--- src/rtl/pe_drain_8.sv ---
// Drain stage for one systolic column: skewed capture, saturate/requantise, show-ahead FIFO out.
// Define PE_DRAIN_ROUND_EN for round-half-up requantisation; the default build truncates (floor).
module pe_drain_8 #(
  parameter int INT_BW = 5,
  parameter int FRA_BW = 3,
  parameter int MUL_BW = 16,
  parameter int ACC_BW = 32,
  parameter int DEPTH  = 4
) (
  input  logic                     clk,
  input  logic                     rst_n,
  input  logic                     start_i,
  input  logic [7:0]               lat_i,
  input  logic [7:0]               cnt_i,
  input  logic signed [ACC_BW-1:0] acc_i,
  output logic signed [MUL_BW-1:0] res_o,
  output logic                     res_vld_o,
  input  logic                     res_rdy_i,
  output logic                     busy_o,
  output logic                     done_o,
  output logic                     ovf_o
);

  localparam int AW    = $clog2(DEPTH);
  localparam int SAT_W = INT_BW + 2 * FRA_BW;
  localparam int Q_W   = INT_BW + FRA_BW;
  localparam logic signed [ACC_BW-1:0] SAT_MAX = ACC_BW'((1 << SAT_W) - 1);
  localparam logic signed [ACC_BW-1:0] SAT_MIN = -(ACC_BW'(1 << SAT_W));
  localparam logic signed [ACC_BW-1:0] Q_MAX   = ACC_BW'((1 << Q_W) - 1);
  localparam logic signed [ACC_BW-1:0] Q_MIN   = -(ACC_BW'(1 << Q_W));
`ifdef PE_DRAIN_ROUND_EN
  localparam logic signed [ACC_BW-1:0] RND     = ACC_BW'(1 << (FRA_BW - 1));
`endif

  typedef enum logic [1:0] {IDLE, WAIT, CAPT, FLUSH} state_t;

  state_t                   state;
  logic [7:0]               wcnt, ccnt;
  logic                     done, ovf;
  logic [AW:0]              wr_ptr, rd_ptr, level;
  logic [MUL_BW-1:0]        mem [DEPTH];
  logic [MUL_BW-1:0]        last;
  logic                     empty, full, pop, capt, push, drop, next_empty;
  logic signed [ACC_BW-1:0] sat, rnd, shf;
  logic [MUL_BW-1:0]        conv;

  // Sign-extension to MUL_BW falls out of slicing the full-width signed clamp result.
  always_comb begin
    sat = acc_i;
    if (acc_i > SAT_MAX)      sat = SAT_MAX;
    else if (acc_i < SAT_MIN) sat = SAT_MIN;
`ifdef PE_DRAIN_ROUND_EN
    rnd = sat + RND;
`else
    rnd = sat;
`endif
    shf = rnd >>> FRA_BW;
    if (shf > Q_MAX)      conv = Q_MAX[MUL_BW-1:0];
    else if (shf < Q_MIN) conv = Q_MIN[MUL_BW-1:0];
    else                  conv = shf[MUL_BW-1:0];
  end

  assign empty = (wr_ptr == rd_ptr);
  assign full  = (wr_ptr[AW] != rd_ptr[AW]) && (wr_ptr[AW-1:0] == rd_ptr[AW-1:0]);
  assign level = wr_ptr - rd_ptr;
  assign pop   = !empty && res_rdy_i;
  assign capt  = (state == CAPT);
  // A same-cycle pop frees a slot, so a full FIFO only drops when nothing leaves.
  assign push  = capt && (!full || pop);
  assign drop  = capt && full && !pop;
  assign next_empty = !push && (empty || (level == (AW+1)'(1) && pop));

  // done is raised one cycle ahead of the empty FIFO so it lands while still in FLUSH.
  always_ff @(posedge clk or negedge rst_n) begin
    if (!rst_n) begin
      state <= IDLE;
      wcnt  <= '0;
      ccnt  <= '0;
      done  <= 1'b0;
      ovf   <= 1'b0;
    end else begin
      done <= 1'b0;
      if (drop) ovf <= 1'b1;
      case (state)
        IDLE: if (start_i) begin
          wcnt <= lat_i;
          ccnt <= cnt_i;
          ovf  <= 1'b0;
          if (cnt_i == 8'd0)      state <= FLUSH;
          else if (lat_i != 8'd0) state <= WAIT;
          else                    state <= CAPT;
        end
        WAIT: begin
          wcnt <= wcnt - 8'd1;
          if (wcnt == 8'd1) state <= CAPT;
        end
        CAPT: begin
          ccnt <= ccnt - 8'd1;
          if (ccnt == 8'd1) state <= FLUSH;
        end
        FLUSH: begin
          if (done)            state <= IDLE;
          else if (next_empty) done  <= 1'b1;
        end
        default: state <= IDLE;
      endcase
    end
  end

  always_ff @(posedge clk or negedge rst_n) begin
    if (!rst_n) begin
      wr_ptr <= '0;
      rd_ptr <= '0;
      last   <= '0;
    end else begin
      if (push) wr_ptr <= wr_ptr + (AW+1)'(1);
      if (pop) begin
        rd_ptr <= rd_ptr + (AW+1)'(1);
        last   <= mem[rd_ptr[AW-1:0]];
      end
    end
  end

  always_ff @(posedge clk) begin
    if (push) mem[wr_ptr[AW-1:0]] <= conv;
  end

  assign res_o     = empty ? last : mem[rd_ptr[AW-1:0]];
  assign res_vld_o = !empty;
  assign busy_o    = (state != IDLE);
  assign done_o    = done;
  assign ovf_o     = ovf;

endmodule

--- config.mk ---
export PLATFORM = sky130hd
export DESIGN_NAME = pe_drain_8
export DESIGN_NICKNAME = d
export VERILOG_FILES = /design/src/rtl/pe_drain_8.sv
export SDC_FILE = /design/constraint.sdc
export NUM_CORES = 1
export LEC_CHECK = 0
export CAP_MARGIN = 5
export CORE_UTILIZATION = 49
export CTS_CLUSTER_DIAMETER = 80
export DETAILED_ROUTE_END_ITERATION = 8
export PLACE_DENSITY = 0.8
export SYNTH_ARGS = -nofsm -noshare
export SYNTH_HDL_FRONTEND = slang
export SYNTH_SLANG_ARGS = --single-unit
--- constraint.sdc ---
create_clock -name clk -period 2.8 [get_ports clk]
set_input_delay 0.56 -clock clk [delete_from_list [all_inputs] [get_ports clk]]
set_output_delay 0.56 -clock clk [all_outputs]
set_load 0.005 [all_outputs]
### After elaboration in Yosys (flattened, before gate mapping)

Memories as Yosys holds them, arrays and structs flattened.
Index checks and enable logic that the tools add are counted.

* $add $sub $neg: 5
* order comparisons: 4
* equality and inequality tests: 13
* multiplexer cells: 24
* reduce and logical (&&, ||, !) cells: 22

Operators with widths (number)
* 2-to-1 mux 32 bit: 2
* 2-to-1 mux 16 bit: 3
* > comparator 32 x 12 -> 1 bit, second input constant: 1
* < comparator 32 x 12 -> 1 bit, second input constant: 1
* case mux 8 bit (2 select lines): 2
* > comparator 29 x 9 -> 1 bit, second input constant: 1
* < comparator 29 x 9 -> 1 bit, second input constant: 1
* equality test 8 x 1 -> 1 bit, second input constant: 2
* 2-to-1 mux 8 bit: 2
* subtractor 8 x 1 -> 8 bit, second input constant: 2
* 2-to-1 mux 2 bit: 6
* logical NOT 8 bit: 1
* 2-to-1 mux 1 bit: 8
* case mux 2 bit (4 select lines): 1
* nonzero test 8 bit: 1
* logical AND 1 bit: 7
* adder 3 x 1 -> 3 bit, second input constant: 2
* inequality test 2 bit, second input constant: 3
* nonzero test 2 bit: 3
* equality test 2 bit, second input constant: 2
* logical NOT 1 bit: 4
* AND reduction 2 bit: 2
* AND reduction 4 bit: 1
* equality test 3 x 1 -> 1 bit, second input constant: 1
* other kinds (8): 9

* register bits after elaboration: 42
* memory bits (writable): 64
* input port bits: 52
* output and inout bits: 20
* logic and storage cells: 77
* memories: 1

Memory list
* mem: depth 4, width 16, read ports 1, clocked after Yosys merged registers in 0, wr ports 1, line 41 `logic [MUL_BW-1:0] mem [DEPTH];`

### Depth between registers and ports, before layout

Gate-level depths: netlist of run 1.

* depth after elaboration: 10
* depth in mapped cells: 9
* gate-level depth less buffers: 7

### Worst setup path after synthesis of run 1

Ideal clock, no wire load.

* kind: register to output
* start point: reg rd_ptr[1]
* end point: out res_o[10]
* data arrival time: 2.260 ns
* required time: 2.240 ns
* setup slack: -0.020 ns
* stages on the path, launching flop included: 9
* path buffers: 4
* path through: dfrtp_1 -> clkbuf_1 -> buf_1 -> inv_1 -> ha_1 -> nand3_1 -> buf_2 -> buf_2 -> mux2_2

* word-level cells in the longest chain between the ends: 2
* elaborated cells on any way between the ends: 3
* those cells by class: eq/ne: 1; mux: 1; memory: 1

RTL lines
* from (decl): line 40 `logic [AW:0] wr_ptr, rd_ptr, level;`
* from (signal assigned): line 118 `rd_ptr <= rd_ptr + (AW+1)'(1);`
* memory read (4 x 16 bit) / equality test 3 bit (equally long branches)
* 2-to-1 mux 16 bit (*): line 128 `assign res_o = empty ? last : mem[rd_ptr[AW-1:0]];`
* to (decl): line 16 `output logic signed [MUL_BW-1:0] res_o,`

Every way passes the cells marked *; elsewhere a longest branch is shown, timed or not.

### Final worst setup path of run 1

* start point: reg rd_ptr[0]
* end point: out res_o[2]

Same word-level chain as after synthesis.

==> results of run 1 <==
## flip-flops by register name (all words and copies together), names as in the netlist
| register | count |
|---|---|
| mem | 64 |
| ccnt | 8 |
| wcnt | 8 |
| done_o | 1 |
| state | 2 |
| last | 16 |
| ovf_o | 1 |
| wr_ptr | 3 |
| rd_ptr | 3 |
## power by group through the flow
stage / Clock, mW / Sequential [mW] / Combinational, mW
6_report: 1.05 / 2.49 / 3.35
5_1_grt: 1.14 / 2.55 / 3.66
4_1_cts: 1.07 / 2.48 / 3.17
3_5_place_dp: 0 / 2.51 / 3.16
3_3_place_gp: 0 / 2.47 / 3.06
2_1_floorplan: 0 / 2.42 / 2.04
## cell families (layout without fill, tap and decap cells)
| logic type | count (synthesis) | count (layout) | share of synthesized area [%] |
|---|---|---|---|
| AOI/OAI and AO/OA | 65 | 65 | 8.046 |
| xor gates and xnor gates | 6 | 6 | 1.033 |
| adders and majority gates | 17 | 17 | 4.331 |
| buffers and inverters | 31 | 135 | 2.436 |
| DFF | 106 | 106 | 58.46 |
| muxes | 60 | 60 | 16.63 |
| and+or+nand+nor | 85 | 85 | 9.055 |
## area by class of cell
type,instances,share of cell area [%]
Sequential cell,106,46.20
Multi-Input combinational cell,233,31.26
Timing Repair Buffer,104,15.47
Tap cell,133,2.584
Clock buffer,10,2.137
Clock inverter,6,1.477
Inverter,15,0.8743
## through the flow
| step | worst slack (ps) | cell area (um2) | TNS, ps | util, % | total power [mW] |
|---|---|---|---|---|---|
| 6_report | 84.38 | 6440 | 0 | 64.99 | 6.891 |
| 5_1_grt | -4.225 | 6440 | -4.225 | 64.99 | 7.344 |
| 2_1_floorplan | 119.3 | 5086 | 0 | - | 4.461 |
| 3_3_place_gp | -11.04 | 6032 | -44.16 | 60.87 | 5.525 |
| 3_5_place_dp | -44.07 | 6032 | -814.5 | 60.87 | 5.662 |
| 4_1_cts | 6.797 | 6319 | 0 | 63.76 | 6.725 |
## placed cells by master, fill, tap and decap left out, types with 3 or more instances in the layout
| master | instances |
|---|---|
| edfxtp_1 | 64 |
| clkdlybuf4s50_1 | 52 |
| dfrtp_1 | 40 |
| mux2_2 | 36 |
| buf_4 | 30 |
| a21oi_1 | 23 |
| nor4_1 | 19 |
| nand2_1 | 17 |
| mux4_2 | 16 |
| ha_1 | 15 |
| inv_1 | 14 |
| dlygate4sd2_1 | 14 |
| o22ai_1 | 12 |
| nand3_1 | 10 |
| o21ai_0 | 10 |
| clkbuf_8 | 10 |
| nor2b_1 | 8 |
| nor2_1 | 8 |
| o31ai_1 | 8 |
| mux2i_1 | 8 |
| xnor2_1 | 5 |
| nand4_1 | 5 |
| nor3_1 | 4 |
| and2_1 | 4 |
| buf_12 | 4 |
| nand2b_1 | 3 |
| o211ai_1 | 3 |
| or4_1 | 3 |
## routing by layer
layer | GRT usage (%) | part of all wire, %
met4 | 7.449 | 1.7
met2 | 33.05 | 49
met1 | 25.00 | 44
met5 | 0 | 0
met3 | 4.198 | 4.8
## what timing repair did
action,in CTS,in global routing
gates resized for setup,29,2
setup endpoints to repair,16,2
buffers inserted,1,12
pin swaps,0,0
## worst max-delay path, cell delays in order, from the launching register on
cell             delay (ps)
dfrtp_2                 460
buf_12                  140
mux4_2                  500
mux2_2                  270
clkdlybuf4s50_1         440
## worst max path at each step
stage                          endpoint  depth (start not counted)  slack (ps)
global route                   res_o[2]                          6          -4
detailed placement  mem[2][3]$_DFFE_PP_                          8         -40
CTS                           res_o[12]                          4           7
floorplan                     res_o[10]                          8         120
global placement    mem[0][5]$_DFFE_PP_                          9         -10
finish                         res_o[2]                          4          80
==> impl_metrics.json, run 1 <==
{
  "outcome": "complete, no violations",
  "final-max-slew-violation-count": 0,
  "drt_iter0_drc": 160,
  "critPathLaunch": "rd_ptr[0]$_DFFE_PN0P_",
  "p_leak_nw": 2.378,
  "grt_pass1_wl_um": 16520,
  "synth_area_um2": 5085,
  "synth-seq-area-share_pct": 58.46,
  "syn-num-nets": 439,
  "hp-class": "input port to asynchronous set/reset pin",
  "route.detailed.drc": 0,
  "p_int_mw": 4.550,
  "maxCapViolations": 0,
  "peakVddDrop_v": 0.0004704,
  "synth_edf_count": 64,
  "regToRegSetupSlack_ps": 800,
  "critical_path_peak_fanout": 5,
  "required_ps": 2240,
  "seq_area_um2": 2975,
  "clock_power_share_pct": 15.3,
  "rows": 36,
  "clock_sinks": 106,
  "antenna_left": 0,
  "vias_per_cell": 5.619,
  "hold_viol": 0,
  "ys.flop_type": "edfxtp_1",
  "cts_tree": "yes",
  "insertion_delay_ps": 360,
  "dieWidth_um": 103.9,
  "htreeDepth": 3,
  "yosysTopAreaCell": "edfxtp_1",
  "yosys-top-cells-area": "edfxtp_1 38%, dfrtp_1 21%, mux2_2 8.0%",
  "setup_viol": 0,
  "yosysMostFrequentCell": "edfxtp_1",
  "power_density_nw_per_um2": 1070,
  "coreArea_um2": 9910,
  "initial_core_util_pct": 51.31,
  "hpwlAfterDp_um": 6887,
  "grt_pass1_vias": 3325,
  "drt-total-wl_um": 10130,
  "diodes": 0,
  "multi_input_area_um2": 2013,
  "io_buffers": 68,
  "drive_gt1_share_pct": 23.63,
  "grt_max_degree": 43,
  "dp.cells": 578,
  "dieArea_um2": 10790,
  "cp.arrival_ps": 2160,
  "overflow": 0,
  "antenna_found_initial": 0,
  "synthCells": 370,
  "synth_common_cells": "64 x edfxtp_1, 42 x dfrtp_1, 36 x mux2_2, 23 x a21oi_1, 19 x nor4_1",
  "r2r-start": "state[1]$_DFFE_PN0P_",
  "fillerInstances": 703,
  "cts-root-buf": "clkbuf_8",
  "synth.avg_cell_area_um2": 13.74,
  "p_seq_share_pct": 36.1,
  "final_cell_count_no_fill": 607,
  "synth_cell_types": 37,
  "synth_top_area_share_pct": 37.80,
  "fmax_mhz": 368.2,
  "p_sw_share_pct": 33.97,
  "yosys_warnings": 0,
  "fin_worst_skew_ps": 12.41,
  "r2r_cells": 6,
  "synth-seq-cells": 106,
  "crit_path_start_kind": "flip-flop",
  "tightestPinTransition_ps": 993.7,
  "wire_per_inst_um": 16.68,
  "crit_path_end_kind": "primary output",
  "whs_ps": 346.0,
  "crit_type": "flip-flop to primary output",
  "path_clk_slew_ps": 100,
  "die_height_um": 103.9,
  "drt_pre_antenna_iters": 4,
  "top_level_ports": 72,
  "cts-buffers-inserted": 9,
  "grt_use_total_pct": 19.64,
  "slew_headroom_pct": 33.75,
  "pwr-share-comb_pct": 48.7,
  "vias": 3411,
  "cts_max_path_buffers": 2,
  "ctsHoldBuffers": 0,
  "timing.rr.end": "wcnt[2]$_DFFE_PN0P_",
  "synthToLayoutAreaGrowth_pct": 26.65,
  "p_sw_mw": 2.341,
  "fin_crit_ps": 2716,
  "layout.nets": 538,
  "async_reset_ff_share_pct": 39.62,
  "gp_congestion": 0.8292,
  "fin_crit_sh_pct": 96.99
}
(Power assumes the default switching activity.)
==> run 2: changes to the inputs <==
- CORE_MARGIN: default -> 2
==> run 2 against run 1 <==
Against the previous run:
- first-iteration DRC count is 0.63% higher
- die area is 3.9% higher
- routed wire length is 5.2% higher
- worst hold slack worse by 11 ps
- largest cell class unchanged
- via count is 1.6% higher
- final area is 0.14% lower
- critical endpoint is now res_o[6]
- setup slack worse by 19 ps
- register-to-register slack hardly changed
- global-route usage is 0.067 points higher
==> impl_metrics.json, run 2 (same netlist as run 1, synthesis figures left out) <==
{
  "clock_sinks": 106,
  "path_clk_slew_ps": 100,
  "top_level_ports": 72,
  "vias_per_cell": 5.656,
  "seq_area_um2": 2975,
  "htreeDepth": 3,
  "die_height_um": 105.9,
  "io_buffers": 68,
  "cts-buffers-inserted": 9,
  "critical_path_peak_fanout": 10,
  "grt_max_degree": 43,
  "maxCapViolations": 0,
  "drt-total-wl_um": 10650,
  "hp-class": "input port to asynchronous set/reset pin",
  "final-max-slew-violation-count": 0,
  "drt_pre_antenna_iters": 4,
  "route.detailed.drc": 0,
  "initial_core_util_pct": 49.93,
  "rows": 37,
  "top_layer": "met4",
  "grt_pass1_vias": 3578,
  "power_mw": 6.776,
  "gp_congestion": 0.8459,
  "coreArea_um2": 10180,
  "cts_max_path_buffers": 2,
  "dieArea_um2": 11210,
  "p_leak_nw": 2.399,
  "grt_use_total_pct": 19.71,
  "antenna_left": 0,
  "cts_tree": "yes",
  "hold_viol": 0,
  "regToRegSetupSlack_ps": 800,
  "routed-wl-met3_um": 489,
  "crit_path_end_kind": "primary output",
  "drt_iter0_drc": 161,
  "synthToLayoutAreaGrowth_pct": 26.48,
  "fillerInstances": 794,
  "r2r_cells": 6,
  "diodes": 0,
  "hpwlAfterDp_um": 7191,
  "crit_type": "flip-flop to primary output",
  "fin_crit_sh_pct": 97.68,
  "ctsHoldBuffers": 0,
  "fin_worst_skew_ps": 6.980,
  "cp.arrival_ps": 2180,
  "antenna_found_initial": 0,
  "grt_pass1_wl_um": 17040,
  "multi_input_area_um2": 2033,
  "crit_path_start_kind": "flip-flop",
  "cts-root-buf": "clkbuf_8",
  "insertion_delay_ps": 360,
  "fin_crit_ps": 2735,
  "slew_headroom_pct": 35.61,
  "required_ps": 2240,
  "dieWidth_um": 105.9,
  "crit_path_end": "res_o[6]",
  "wire_per_inst_um": 17.37,
  "placed_cell_area_um2": 6063,
  "overflow": 0,
  "outcome": "complete, no violations",
  "met1Wirelength_um": 4459,
  "critPathLaunch": "rd_ptr[0]$_DFFE_PN0P_",
  "tightestPinTransition_ps": 965.9,
  "rsz0062_at_grt": "true",
  "layout_commonest_cell": "edfxtp_1",
  "largest_reg_flops": 64,
  "drive_gt1_share_pct": 24.74,
  "vias": 3467,
  "routed-wl-met2_um": 5558,
  "layout_common_cells": "64 x edfxtp_1, 51 x clkdlybuf4s50_1, 40 x dfrtp_1, 36 x mux2_2, 34 x buf_4",
  "timing.rr.end": "wcnt[7]$_DFFE_PN0P_",
  "fmax_mhz": 365.6,
  "r2r-start": "state[1]$_DFFE_PN0P_",
  "power_density_nw_per_um2": 1054,
  "setup_viol": 0,
  "utilization_pct": 63.14,
  "layout.nets": 541,
  "design_area_um2": 6431,
  "peakVddDrop_v": 0.0004389
}
run 2: critical path, cell delays in order, from the launching register on:
cell and delay [ps]:
dfrtp_2 460, buf_12 160, buf_4 120, mux4_2 510, mux2_2 300, dlygate4sd2_1 270
run 2: routing by layer:
metal	track usage, %	up-vias
li1	-	1641
met1	23.43	1718
met2	36.36	97
met3	3.463	11
met4	5.921	0
met5	0	-
run 2: cell type report:
cell class | count | share of cell area [%]
clock buffers | 11 | 2.354
clock inverters | 5 | 0.6615
inverters | 15 | 0.8755
multi-input cells | 233 | 31.61
flip-flops and latches | 106 | 46.26
well taps | 136 | 2.646
repair buffers | 107 | 15.58
run 2: what timing repair did:
action | CTS | global route
gates resized for setup | 19 | 13
pin swaps | 1 | 0
cloned | 1 | 0
endpoints found under the setup margin | 16 | 5
buffers inserted | 3 | 10
run 2: worst min-delay path by stage:
stage	end
global placement	wr_ptr[2]$_DFFE_PN0P_
finish	ccnt[0]$_DFFE_PN0P_
CTS	last[11]$_DFFE_PN0P_
floorplan	ccnt[0]$_DFFE_PN0P_
global route	ccnt[6]$_DFFE_PN0P_
detailed placement	wr_ptr[2]$_DFFE_PN0P_
run 2: through the flow:
step	std cells	worst slack (ps)	TNS, ps	hold slack [ps]
detailed placement	583	-148.1	-2110	479.9
CTS	603	-6.735	-6.735	372.5
finish	613	64.96	0	334.7
global placement	583	-33.11	-294.1	478.7
global route	613	-1.930	-1.930	423.7
floorplan	370	119.3	0	264.4
run 2: where the power goes:
group	internal, mW	switching (mW)
combinational	1.83	1.54
sequential	2.17	0.321
clock	0.385	0.523
